File: config.mk
export PLATFORM = sky130hd
export DESIGN_NAME = sync_fifo_rd_stream_adapter
export DESIGN_NICKNAME = d
export VERILOG_FILES = /design/src/rtl/sync_fifo_rd_stream_adapter.sv
export SDC_FILE = /design/constraint.sdc
export NUM_CORES = 1
export LEC_CHECK = 0
export ABC_AREA = 1
export CAP_MARGIN = 20
export CELL_PAD_IN_SITES_DETAIL_PLACEMENT = 1
export CELL_PAD_IN_SITES_GLOBAL_PLACEMENT = 2
export CORE_MARGIN = 2
export CORE_UTILIZATION = 35
export DETAILED_ROUTE_END_ITERATION = 10
export GPL_TIMING_DRIVEN = 0
export PLACE_DENSITY_LB_ADDON = 0.1
export SETUP_SLACK_MARGIN = 0.4
export SYNTH_ARGS = -nofsm -noshare
export SYNTH_HDL_FRONTEND = slang
export SYNTH_SLANG_ARGS = --single-unit
File: constraint.sdc
create_clock -name clk -period 3 [get_ports clk]
set_input_delay 0.6 -clock clk [delete_from_list [all_inputs] [get_ports clk]]
set_output_delay 0.6 -clock clk [all_outputs]
set_load 0.01 [all_outputs]
File: src/rtl/sync_fifo_rd_stream_adapter.sv
// Read-side adapter: SRAM FIFO pop port -> valid/ready stream via credit-based skid buffer.
// Optional saturating stall counter enabled by SYNC_FIFO_RD_STREAM_ADAPTER_STALL_CNT_EN.
module sync_fifo_rd_stream_adapter #(
    parameter int DATA_WIDTH = 16,
    parameter int RD_LATENCY = 1,
    parameter int BUF_DEPTH  = RD_LATENCY + 1,
    parameter int CNT_WIDTH  = $clog2(BUF_DEPTH + 1)
) (
    input  logic                  clk,
    input  logic                  rst_n,
    output logic                  fifo_rd_en,
    input  logic [DATA_WIDTH-1:0] fifo_dout,
    input  logic                  fifo_empty,
    output logic                  out_valid,
    output logic [DATA_WIDTH-1:0] out_data,
    input  logic                  out_ready,
    output logic [CNT_WIDTH-1:0]  buf_count
`ifdef SYNC_FIFO_RD_STREAM_ADAPTER_STALL_CNT_EN
    ,
    output logic [15:0]           stall_cnt
`endif
);

    localparam int PW = (BUF_DEPTH > 1) ? $clog2(BUF_DEPTH) : 1;
    localparam int SW = CNT_WIDTH + 1;

    logic [RD_LATENCY-1:0] inflight;
    logic [DATA_WIDTH-1:0] mem [BUF_DEPTH];
    logic [PW-1:0]         wr_ptr;
    logic [PW-1:0]         rd_ptr;
    logic [CNT_WIDTH-1:0]  count;
    logic [SW-1:0]         n_inflight;
    logic [SW-1:0]         credit;
    logic                  arrive;
    logic                  pop_out;

    function automatic logic [PW-1:0] ptr_inc(input logic [PW-1:0] p);
        return (p == PW'(BUF_DEPTH - 1)) ? '0 : p + PW'(1);
    endfunction

    assign arrive    = inflight[RD_LATENCY-1];
    assign pop_out   = out_valid & out_ready;
    assign out_valid = (count != '0);
    assign out_data  = mem[rd_ptr];
    assign buf_count = count;

    // Count words already requested from the FIFO but not yet captured.
    always_comb begin
        n_inflight = '0;
        for (int i = 0; i < RD_LATENCY; i++) begin
            n_inflight = n_inflight + SW'(inflight[i]);
        end
    end

    // Buffered plus in-flight words after this cycle's pop must leave room for one more.
    assign credit     = {1'b0, count} + n_inflight - SW'(pop_out);
    assign fifo_rd_en = rst_n & ~fifo_empty & (credit < SW'(BUF_DEPTH));

    // Track outstanding reads; a cleared register makes stale FIFO data harmless.
    always_ff @(posedge clk) begin
        if (!rst_n) begin
            inflight <= '0;
        end else begin
            inflight <= (inflight << 1) | RD_LATENCY'(fifo_rd_en);
        end
    end

    // Skid buffer storage, pointers and occupancy.
    always_ff @(posedge clk) begin
        if (!rst_n) begin
            wr_ptr <= '0;
            rd_ptr <= '0;
            count  <= '0;
            for (int i = 0; i < BUF_DEPTH; i++) begin
                mem[i] <= '0;
            end
        end else begin
            if (arrive) begin
                mem[wr_ptr] <= fifo_dout;
                wr_ptr      <= ptr_inc(wr_ptr);
            end
            if (pop_out) begin
                rd_ptr <= ptr_inc(rd_ptr);
            end
            case ({arrive, pop_out})
                2'b10:   count <= count + CNT_WIDTH'(1);
                2'b01:   count <= count - CNT_WIDTH'(1);
                default: count <= count;
            endcase
        end
    end

`ifdef SYNC_FIFO_RD_STREAM_ADAPTER_STALL_CNT_EN
    // Saturating count of cycles where data waits on the consumer.
    always_ff @(posedge clk) begin
        if (!rst_n) begin
            stall_cnt <= '0;
        end else if (out_valid && !out_ready && stall_cnt != 16'hFFFF) begin
            stall_cnt <= stall_cnt + 16'd1;
        end
    end
`endif

endmodule

== Word level (Yosys, flattened, before mapping) ==
Memories as Yosys holds them, arrays and structs flattened. A register that Yosys moved wholly into a read port is not among the register bits.
Cells that the tools add are included.
Widths: inputs -> output; s select.

* Register bits after elaboration: 5
* Bits in latches: 0
* Bits in writable memories: 32
* Memory bits (read-only): 0
* Input bits: 20
* Output and inout port bits: 20
* Word-level logic and storage cells: 33
* Memories kept: 1

{| class="wikitable"
|+ Memory list
! memory !! depth !! bits a word !! rd ports !! clocked after Yosys merged registers in !! wr ports !! line !! source
|-
| mem || 2 || 16 || 1 || 1 || 2 || 28 || <nowiki>logic [DATA_WIDTH-1:0] mem [BUF_DEPTH];</nowiki>
|}

* $add $sub $neg: 6
* $mul: 0
* Divide/modulo/power cells: 0
* Magnitude comparators: 1
* Equality and inequality tests: 2
* Shift operators: 0
* Multiplexer cells: 12
* Bitwise logic cells: 4
* Reduce and logical (&&, ||, !) cells: 3

{| class="wikitable"
|+ Operators by type and width
! cell !! number
|-
| $mux 16 || 1
|-
| $reduce_or 16->1 || 1
|-
| $mux 1 || 10
|-
| $pmux 2 s2 || 1
|-
| $reduce_bool 2->1 || 2
|-
| $add 2x1->3 || 1
|-
| $and 1x1->1 || 3
|-
| $lt 3x2->1 const B || 1
|-
| $sub 3x1->3 || 1
|-
| $add 1x1->1 const B || 2
|-
| $add 2x1->2 const B || 1
|-
| $eq 2x1->1 const B || 1
|-
| $eq 2x2->1 const B || 1
|-
| $sub 2x1->2 const B || 1
|-
| $not 1->1 || 1
|}

== Logic depth before layout (Yosys ltp) ==
Gate-level depths: netlist of run 1.

* Depth after elaboration: 5
* Depth in mapped cells: 7
* Mapped depth without buffers: 7

== Worst setup path before layout of run 1 ==
No wires, ideal clock.

* Path kind: input to output
* From: in out_ready
* To: out fifo_rd_en
* Arrival: 2.011 ns
* Required time: 2.400 ns
* Setup slack: 0.389 ns
* Stages: 7
* Path buffers: 0
* Path through: o21a_1 -> ha_1 -> nor2_1 -> inv_1 -> fa_1 -> nand2_1 -> nor3_1

* Word-level cells in the longest chain between the ends: 4

{| class="wikitable"
|+ RTL lines
! item !! line !! source
|-
| start, declared || 16 || <nowiki>input logic out_ready,</nowiki>
|-
| $and 1x1->1 || 42 || <nowiki>assign pop_out = out_valid & out_ready;</nowiki>
|-
| $sub 3x1->3 || 56 || <nowiki>assign credit = {1'b0, count} + n_inflight - SW'(pop_out);</nowiki>
|-
| $lt 3x2->1 || 57 || <nowiki>assign fifo_rd_en = rst_n & ~fifo_empty & (credit < SW'(BUF_DEPTH));</nowiki>
|-
| $and 1x1->1 || 57 ||
|-
| end, declared || 11 || <nowiki>output logic fifo_rd_en,</nowiki>
|}

Every way passes these cells.

== Final worst setup path of run 1 ==
* From: reg count[1] (netlist: buf_count[1])
* To: out fifo_rd_en

* Word-level cells in the longest chain between the ends: 5
* Elaborated cells between the ends (all ways): 6
* Those cells by class: add/sub: 2; order compare: 1; bitwise: 2; reduce/logical: 1

{| class="wikitable"
|+ RTL lines
! item !! line !! source
|-
| start, declared || 31 || <nowiki>logic [CNT_WIDTH-1:0] count;</nowiki>
|-
| start signal, assigned || 86 || <nowiki>2'b10: count <= count + CNT_WIDTH'(1);</nowiki>
|-
| start signal, assigned || 87 || <nowiki>2'b01: count <= count - CNT_WIDTH'(1);</nowiki>
|-
| start signal, assigned || 88 || <nowiki>default: count <= count;</nowiki>
|-
| $reduce_bool 2->1 || 43 || <nowiki>assign out_valid = (count != '0);</nowiki>
|-
| $and 1x1->1 || 42 ||
|-
| named net pop_out || 35 || <nowiki>logic pop_out;</nowiki>
|-
| $sub 3x1->3 || 56 ||
|-
| $lt 3x2->1 || 57 ||
|-
| $and 1x1->1 || 57 ||
|}

The timed path passes the listed nets, and every way through them passes these cells.

==> summary.txt, run 1 <==
status - finished clean
cell row count - 26
num ports - 40
Net Sw Power - 571.3 uW
Max VDD drop - 0.3991 mV
Syn Area/Cell - 12.31 um2
TritonCTS Sinks - 38
final period utilization - 88.52%
Power, Total - 1.797 mW
Pwr Density - 742.7 nW/um2
met3 WL - 209 um
maxcap violations - 0
CTS tree - done
Lkg Pwr - 0.9815 nW
GRT Overall Usage - 15.02%
post-layout min period - 2.656 ns
Wirelength per Cell - 14.17 um
Synth top area share - 53.44%
vias in the first global route - 1265
CTS root buf - clkbuf_8
via-per-instance ratio - 4.483
Switching Fraction - 31.78%
Final Non-Filler Cells - 267
die extent in x - 75.68 um
crit path capture type - output pin
fmax - 376.6 MHz
DP HPWL - 2575 um
ANT nets after route - 0
initial antenna violation count - 0
met2 wire length - 1987 um
Worst Max-Slew Pin Slew - 0.7725 ns
GRT Residual Overflow - 0
total CTS buffers - 5
unrepaired setup endpoints after global routing - yes
# diodes - 0
arrival time worst endpoint - 2.06 ns
H-tree depth - 2
Core ar. - 5042 um2
clock network fraction of design power - 18.9%
DP Cell Count - 254
clk slew on worst S/H paths - 0.08 ns
Final Net Count - 219
Critical Path RT - 2.40 ns
DRC viols - 0
Clock Latency Late Sink - 0.29 ns
P&R area growth vs syn - 34.59%
Top Metal Used - met4
synthesized area - 1798 um2
post-synthesis cell type count - 23
Worst Hold Slack - 0.5005 ns
Initial Util - 35.66%
Pre-Repair DR Iteration Count - 4
YS warnings - 0
kind of critical path - flop to output pin
largest cells by area after synthesis - edfxtp_1, mux2_2, nor2_1
first-pass GRT wire length - 6078 um
Detailed Route Iter0 Violations - 32
Net Count, Synth - 169
Seq pwr share - 39.8%
Slew Viols, Final - 0
cell count after synthesis - 146
Largest stage delay, worst path - 0.52 ns
Clock Path Buffers - 2
register area share after synthesis - 60.13%
Die ar. - 5727 um2
CP Max Fanout - 2
top cell type by total area after synthesis - edfxtp_1
#FFs+latches synth - 38
Final Hold Fails - 0
Gate power share - 41.3%
Routed WL - 3783 um
Final Setup Violations - 0
layout cells sized above 1 - 28.93%
skew final - 0.004411 ns
Hold WC Path Type - flop to flop
pin count of the biggest net entering global routing - 17
via count - 1197
Critical Path Slowest Stage Cell - fa_2
relative slew slack - 48.38%
Metal-1 WL - 1530 um
height of the chip - 75.68 um
crit path cell chain - o21a_4 -> ha_4 -> nor2_4 -> inv_2 -> fa_2 -> nand2_2 -> nor3_2 -> buf_2
Fillers - 555
IO buf count - 38
Int Power - 1.226 mW
Startpoint Class - flop
placer congestion estimate - 0.6350
## Yosys cell counts, drive strengths merged
| cell type | number |
|---|---|
| nor2 | 42 |
| edfxtp | 32 |
| inv | 22 |
| mux2 | 16 |
| nand2 | 11 |
| dfxtp | 6 |
| buf | 5 |
| nand3 | 3 |
| ha | 2 |
| nor3 | 2 |
| fa | 1 |
| nand4 | 1 |
| o21a | 1 |
| o21ai | 1 |
| xor2 | 1 |
## cells in the final DEF, fill, tap and decap left out, drive strengths merged, types with 2 or more instances in the layout
cell type,n
buf,12
clkbuf,6
clkdlybuf4s50,36
clkinv,2
dfxtp,6
edfxtp,32
ha,2
inv,22
mux2,16
nand2,11
nand3,3
nor2,42
nor3,2
## stage by stage
stage                     utilization [%]  setup WS, ns  cell area [um2]  TNS (ns)
after floorplan                         -        0.4624             1803         0
after global placement              45.04       -0.5751             2271   -0.5751
after detailed placement            45.04       -0.6276             2271   -0.6276
after CTS                           47.74        0.2591             2407         0
after global routing                47.99        0.2616             2420         0
final                               47.99        0.3445             2420         0
## registers in the layout, indices dropped and copies added (netlist names), named ones only
| signal | flops |
|---|---|
| arrive | 1 |
| buf_count | 2 |
| mem | 32 |
| rd_ptr | 1 |
| wr_ptr | 1 |
## cell families after synthesis
| logic type | count (synthesis) | share of synthesized area (%) |
|---|---|---|
| AO/OA/AOI/OAI | 2 | 0.6958 |
| multiplexers | 16 | 10.23 |
| XOR/XNOR | 1 | 0.4872 |
| flip-flops | 38 | 60.13 |
| buffers and inverters | 27 | 8.003 |
| adder cells (fa/ha/maj) | 3 | 2.505 |
| AND/OR/NAND/NOR | 59 | 17.95 |
## repair_timing
item,4_1_cts,5_1_grt
buffers inserted,4,1
hold buffers,0,0
pin swaps,6,5
resized for setup,17,2
endpoints found under the setup margin,1,1
## critical path, delay by kind of cell, from the launching register on
kind | cells | cell delay [ns]
AOI/OAI and AO/OA | 1 | 0.22
adders and majority gates | 2 | 0.74
buffers and inverters | 2 | 0.18
DFF | 1 | 0.35
and+or+nand+nor | 3 | 0.26
## power groups by stage
stage / Sequential, mW / Clock, mW / Combinational, mW
floorplan: 0.726 / 0 / 0.380
CTS: 0.718 / 0.344 / 0.737
finish: 0.715 / 0.339 / 0.742
global route: 0.724 / 0.372 / 0.813
global placement: 0.727 / 0 / 0.633
detailed placement: 0.736 / 0 / 0.652
## area by class of cell
type | count | area, um2 | area share, %
Buffer | 5 | 61.31 | 2.534
Clock buffer | 6 | 72.57 | 2.999
Inverter | 22 | 82.58 | 3.413
Sequential cell | 38 | 1089 | 44.98
Clock inverter | 2 | 8.758 | 0.3619
Tap cell | 70 | 87.58 | 3.619
Timing Repair Buffer | 43 | 407.9 | 16.86
Multi-Input combinational cell | 81 | 610.6 | 25.23
## per-layer routing
metal | global-route usage (%) | up-vias
li1 | - | 574
met1 | 16.89 | 584
met2 | 26.96 | 32
met3 | 4.101 | 7
met4 | 5.848 | 0
met5 | 0 | -
## final timing paths
check | start | to | slack, ns | cells past startpoint
setup / recovery | buf_count[1] | fifo_rd_en | 0.34 | 8
hold / removal | rd_ptr | flop | 0.50 | 2
setup reg to reg | buf_count[1] | arrive | 1.21 | 7
hold reg to reg | rd_ptr | flop | 0.50 | 2
Note: power is estimated with default switching activity, not from simulation.
==> inputs of run 2 (changes only) <==
PLACE_DENSITY = 0.87   (was unset)
PLACE_DENSITY_LB_ADDON = unset   (was 0.1)
==> summary.txt, run 2 (same netlist as run 1, synthesis figures left out) <==
status - finished clean
Final Setup Violations - 0
final period utilization - 89.51%
Hold WC Path Type - flop to flop
reg2reg path depth - 8
Clock Path Buffers - 2
first-pass GRT wire length - 6175 um
Core ar. - 5042 um2
Worst Max-Slew Pin Slew - 0.7838 ns
Pre-Repair DR Iteration Count - 4
r2r endpoint - arrive
num ports - 40
CTS tree - done
Fillers - 538
P&R area growth vs syn - 37.58%
kind of critical path - flop to output pin
Initial Util - 35.66%
max FFs per register - 32
Hold Crit Depth - 2
Max VDD drop - 0.4193 mV
Pwr Density - 809.6 nW/um2
Lkg Pwr - 1.005 nW
via-per-instance ratio - 4.462
height of the chip - 75.68 um
Largest Register - mem
commonest non-fill, non-tap cells in the layout - clkdlybuf4s50_1, nor2_1, edfxtp_1
post-layout min period - 2.685 ns
skew final - 0.006835 ns
Final Hold Fails - 0
TritonCTS Sinks - 38
layout cells sized above 1 - 29.59%
DP HPWL - 2749 um
fmax - 372.4 MHz
Worst Hold Launch - rd_ptr
Place WS - -0.6265 ns
via count - 1187
Die ar. - 5727 um2
total CTS buffers - 5
RR Startpoint - buf_count[0]
DP Cell Count - 254
vias in the first global route - 1339
Slew Viols, Final - 0
Critical Path Slowest Stage Cell - fa_2
Startpoint Class - flop
Clock Latency Late Sink - 0.29 ns
DRC viols - 0
R2R Setup Slk - 1.03 ns
number of buffer and inverter stages on the critical path - 2
CP Max Fanout - 2
Detailed Route Iter0 Violations - 51
Final Non-Filler Cells - 266
hold endpoint - rd_ptr
Largest stage delay, worst path - 0.53 ns
Final Net Count - 218
clk slew on worst S/H paths - 0.07 ns
GRT Residual Overflow - 0
Wirelength per Cell - 14.54 um
CTS root buf - clkbuf_8
GRT Overall Usage - 15.24%
crit path capture type - output pin
Final WS setup - 0.3148 ns
unrepaired setup endpoints after global routing - yes
CP Depth - 8
arrival time worst endpoint - 2.09 ns
crit path cell chain - o21a_4 -> ha_4 -> nor2_4 -> inv_2 -> fa_2 -> nand2_2 -> nor3_2 -> buf_2
final core utilization - 49.06%
IO buf count - 38
CP delay by family, top - adder cells
pin count of the biggest net entering global routing - 17
# diodes - 0
placer congestion estimate - 0.7059
cell row count - 26
maxcap violations - 0
Routed WL - 3868 um
H-tree depth - 2
Critical Path RT - 2.40 ns
most common cell after layout, fill and taps aside - clkdlybuf4s50_1
die extent in x - 75.68 um
relative slew slack - 47.62%
ANT nets after route - 0
hold buffers post-CTS - 0
initial antenna violation count - 0
run 2: changes by cell type in the layout (fill, tap and decap cells not counted), sizes merged:
cell    delta
clkinv     -2
buf        -1
bufinv     +2
run 2: what timing repair did:
item,CTS,global route
gates resized for setup,19,0
buffers inserted,4,0
pin swaps,6,0
endpoints found under the setup margin,1,1
run 2: final cells by class:
type	instances	area (um2)	share of cell area, %
Clock inverter	2	60.06	2.428
Timing Repair Buffer	42	400.4	16.19
Clock buffer	6	82.58	3.338
Sequential cell	38	1089	44.01
Inverter	22	82.58	3.338
Multi-Input combinational cell	81	610.6	24.68
Buffer	5	61.31	2.479
Tap cell	70	87.58	3.541
run 2: power breakdown:
group / total, mW / internal [mW] / leakage (nW) / switching, mW
registers: 0.717 / 0.675 / 0.383 / 0.0420
clock network: 0.542 / 0.355 / 0.0714 / 0.187
logic: 0.744 / 0.385 / 0.551 / 0.359
run 2: how the worst max path moves through the flow:
| stage | startpoint | end | slack [ns] |
|---|---|---|---|
| after global placement | out_ready | fifo_rd_en | -0.58 |
| after floorplan | out_ready | fifo_rd_en | 0.46 |
| final | buf_count[0] | fifo_rd_en | 0.31 |
| after CTS | buf_count[0] | fifo_rd_en | 0.31 |
| after global routing | buf_count[0] | fifo_rd_en | 0.24 |
| after detailed placement | out_ready | fifo_rd_en | -0.63 |
run 2: worst reg2reg max path: stages (launching register included):
cell     delay [ns]
dfxtp_4        0.35
o21a_4         0.23
ha_4           0.25
nor2_4         0.09
inv_2          0.04
fa_2           0.53
nand2_2        0.06
buf_4          0.13
nor3_1         0.20
run 2: metal layers:
metal	vias to the layer above	share of wire, %	global-route usage (%)
li1	576	-	-
met1	568	40	15.64
met2	36	53	28.70
met3	7	5.6	5.159
met4	0	1.6	5.263
met5	-	0	0
run 2: metrics by stage:
| stage | setup TNS [ns] | power (mW) | hold slack [ns] | cell area [um2] |
|---|---|---|---|---|
| CTS | 0 | 2.022 | 0.5018 | 2474 |
| detailed placement | -0.6265 | 1.395 | 0.4863 | 2271 |
| global route | 0 | 2.102 | 0.5584 | 2474 |
| floorplan | 0 | 1.106 | 0.4522 | 1803 |
| finish | 0 | 2.003 | 0.4968 | 2474 |
| global placement | -0.5848 | 1.358 | 0.4752 | 2271 |
==> inputs of run 3 (changes only) <==
ABC_AREA = unset   (was 1)
CORE_UTILIZATION = 31   (was 35)
PLACE_DENSITY = 0.81   (was 0.87)
SLEW_MARGIN = 0   (was unset)
clock period = 2.8 ns   (was 3 ns; I/O delays follow)
==> summary.txt, run 3 <==
Pre-Repair DR Iteration Count - 4
die extent in x - 77.08 um
Die ar. - 5941 um2
Detailed Route Iter0 Violations - 75
fmax - 357.6 MHz
GRT Overall Usage - 13.07%
initial antenna violation count - 0
IO buf count - 39
#FFs+latches synth - 38
post-synthesis cell type count - 23
Largest stage delay, worst path - 0.55 ns
Final Net Count - 208
register area share after synthesis - 65.31%
final period utilization - 99.87%
via count - 1144
Max VDD drop - 0.3295 mV
EDFF count, synth - 32
skew final - 0.006220 ns
Lkg Pwr - 0.8399 nW
largest cells by area after synthesis - edfxtp_1, mux2_2, dfxtp_1
crit path capture type - output pin
Final Non-Filler Cells - 256
Final Hold Fails - 0
total CTS buffers - 5
CP delay by family, top - adder cells
Startpoint Class - flop
layout cells sized above 1 - 23.12%
height of the chip - 77.08 um
Initial Util - 32.21%
Fillers - 574
Routed WL - 3587 um
top cell type by total area after synthesis - edfxtp_1
H-tree depth - 2
Top FF cell, synth - edfxtp_1
Slew Viols, Final - 0
cell count after synthesis - 135
# diodes - 0
Gate power share - 41.0%
Largest Register - mem
Critical Path Slowest Stage Cell - fa_2
P&R area growth vs syn - 39.53%
unrepaired setup endpoints after global routing - yes
kind of critical path - flop to output pin
maxcap violations - 0
DP Cell Count - 244
clock network fraction of design power - 18.5%
Worst Hold Slack - 0.4836 ns
CP Max Fanout - 6
Post-DP Area - 2178 um2
cell row count - 26
vias in the first global route - 1241
DRC viols - 0
pin count of the biggest net entering global routing - 17
Wirelength per Cell - 14.01 um
Post-synth ARST share - 0%
hold buffers post-CTS - 0
clk slew on worst S/H paths - 0.07 ns
ANT nets after route - 0
Seq pwr share - 40.4%
CTS root buf - clkbuf_8
placer congestion estimate - 0.6816
GRT Residual Overflow - 0
via-per-instance ratio - 4.469
num ports - 40
synthesized area - 1655 um2
DP HPWL - 2555 um
arrival time worst endpoint - 2.24 ns
relative slew slack - 65.29%
Net Sw Power - 597.2 uW
Final Instance Area - 2310 um2
max FFs per register - 32
Worst Max-Slew Pin Slew - 0.5206 ns
Hold WC Path Type - flop to flop
first-pass GRT wire length - 5968 um
Switching Fraction - 30.55%
CTS tree - done
number of buffer and inverter stages on the critical path - 1
crit path cell chain - o21a_4 -> ha_4 -> or2b_1 -> fa_2 -> nand2_2 -> nor3_4 -> buf_2
Core ar. - 5140 um2
Net Count, Synth - 158
most common cell after layout, fill and taps aside - clkdlybuf4s50_1
YS warnings - 0
Syn Area/Cell - 12.26 um2
Clock Path Buffers - 2
commonest non-fill, non-tap cells in the layout - clkdlybuf4s50_1, nor2_1, edfxtp_1
most frequent cells after synthesis - edfxtp_1, nor2_1, nand2_1, mux2_2, dfxtp_1
Critical Path RT - 2.24 ns
Clock Latency Late Sink - 0.29 ns
status - finished clean
post-layout min period - 2.796 ns
Synth top area share - 58.05%
Final Setup Violations - 0
Pwr Density - 846.3 nW/um2
TritonCTS Sinks - 38
Int Power - 1.358 mW
-- run 3: final cells by class --
| type | count | area, um2 | share of cell area (%) |
|---|---|---|---|
| sequential | 38 | 1086 | 47.02 |
| multi-input combinational | 89 | 588.1 | 25.46 |
| timing repair buffer | 43 | 415.4 | 17.98 |
| tap | 70 | 87.58 | 3.792 |
| clock buffer | 5 | 68.82 | 2.979 |
| buffer | 7 | 43.79 | 1.896 |
| clock inverter | 3 | 16.27 | 0.7042 |
| inverter | 1 | 3.754 | 0.1625 |
-- run 3: power by group through the flow --
stage	Combinational [mW]	Clock (mW)	Sequential [mW]
2_1_floorplan	0.434	0	0.797
3_3_place_gp	0.747	0	0.800
3_5_place_dp	0.768	0	0.808
4_1_cts	0.790	0.370	0.799
5_1_grt	0.877	0.394	0.806
6_report	0.802	0.362	0.791
-- run 3: kinds of logic (layout without fill, tap and decap cells) --
| family | count (synthesis) | count (layout) | share of synthesized area, % |
|---|---|---|---|
| multiplexers | 16 | 16 | 10.88 |
| flip-flops | 38 | 38 | 65.31 |
| adder cells (fa/ha/maj) | 3 | 3 | 2.721 |
| buffers and inverters | 8 | 59 | 2.116 |
| AO/OA/AOI/OAI | 4 | 4 | 1.663 |
| AND/OR/NAND/NOR | 63 | 63 | 15.72 |
| XOR/XNOR | 3 | 3 | 1.588 |
-- run 3: worst reg2reg max path: cells and delay by family (launching register included) --
family | cells | cell delay (ns)
compound gates | 1 | 0.22
simple gates | 3 | 0.47
flops | 1 | 0.37
buf+inv | 1 | 0.14
fa+ha+maj | 2 | 0.77
-- run 3: through the flow --
stage	utilization, %	TNS, ns	setup slack (ns)	total power, mW
floorplan	-	0	0.3797	1.231
global placement	42.38	-0.6702	-0.6702	1.547
detailed placement	42.38	-0.6845	-0.6845	1.576
CTS	44.45	-0.03964	-0.03964	1.959
global route	44.94	-0.08239	-0.08239	2.077
finish	44.94	0	0.003725	1.955
-- run 3: metal layers --
layer / routed length [um] / global-route usage (%) / vias up
met5: 0 / 0 / -
met4: 47 / 3.750 / 0
met3: 198 / 4.235 / 6
met2: 1806 / 23.33 / 28
met1: 1534 / 14.94 / 556
li1: - / - / 554
-- run 3: worst paths after layout --
check / startpoint / end / slack [ns] / cells past startpoint
setup / recovery: buf_count[1] / fifo_rd_en / 0.004 / 7
hold reg to reg: wr_ptr / wr_ptr / 0.48 / 2
setup reg to reg: buf_count[1] / arrive / 0.74 / 7
hold / removal: wr_ptr / wr_ptr / 0.48 / 2
-- run 3: timing repair --
item                                    CTS  global route
endpoints found under the setup margin   11             7
setup buffers                             2             2
pin swaps                                 1             0
resized for setup                        10             4
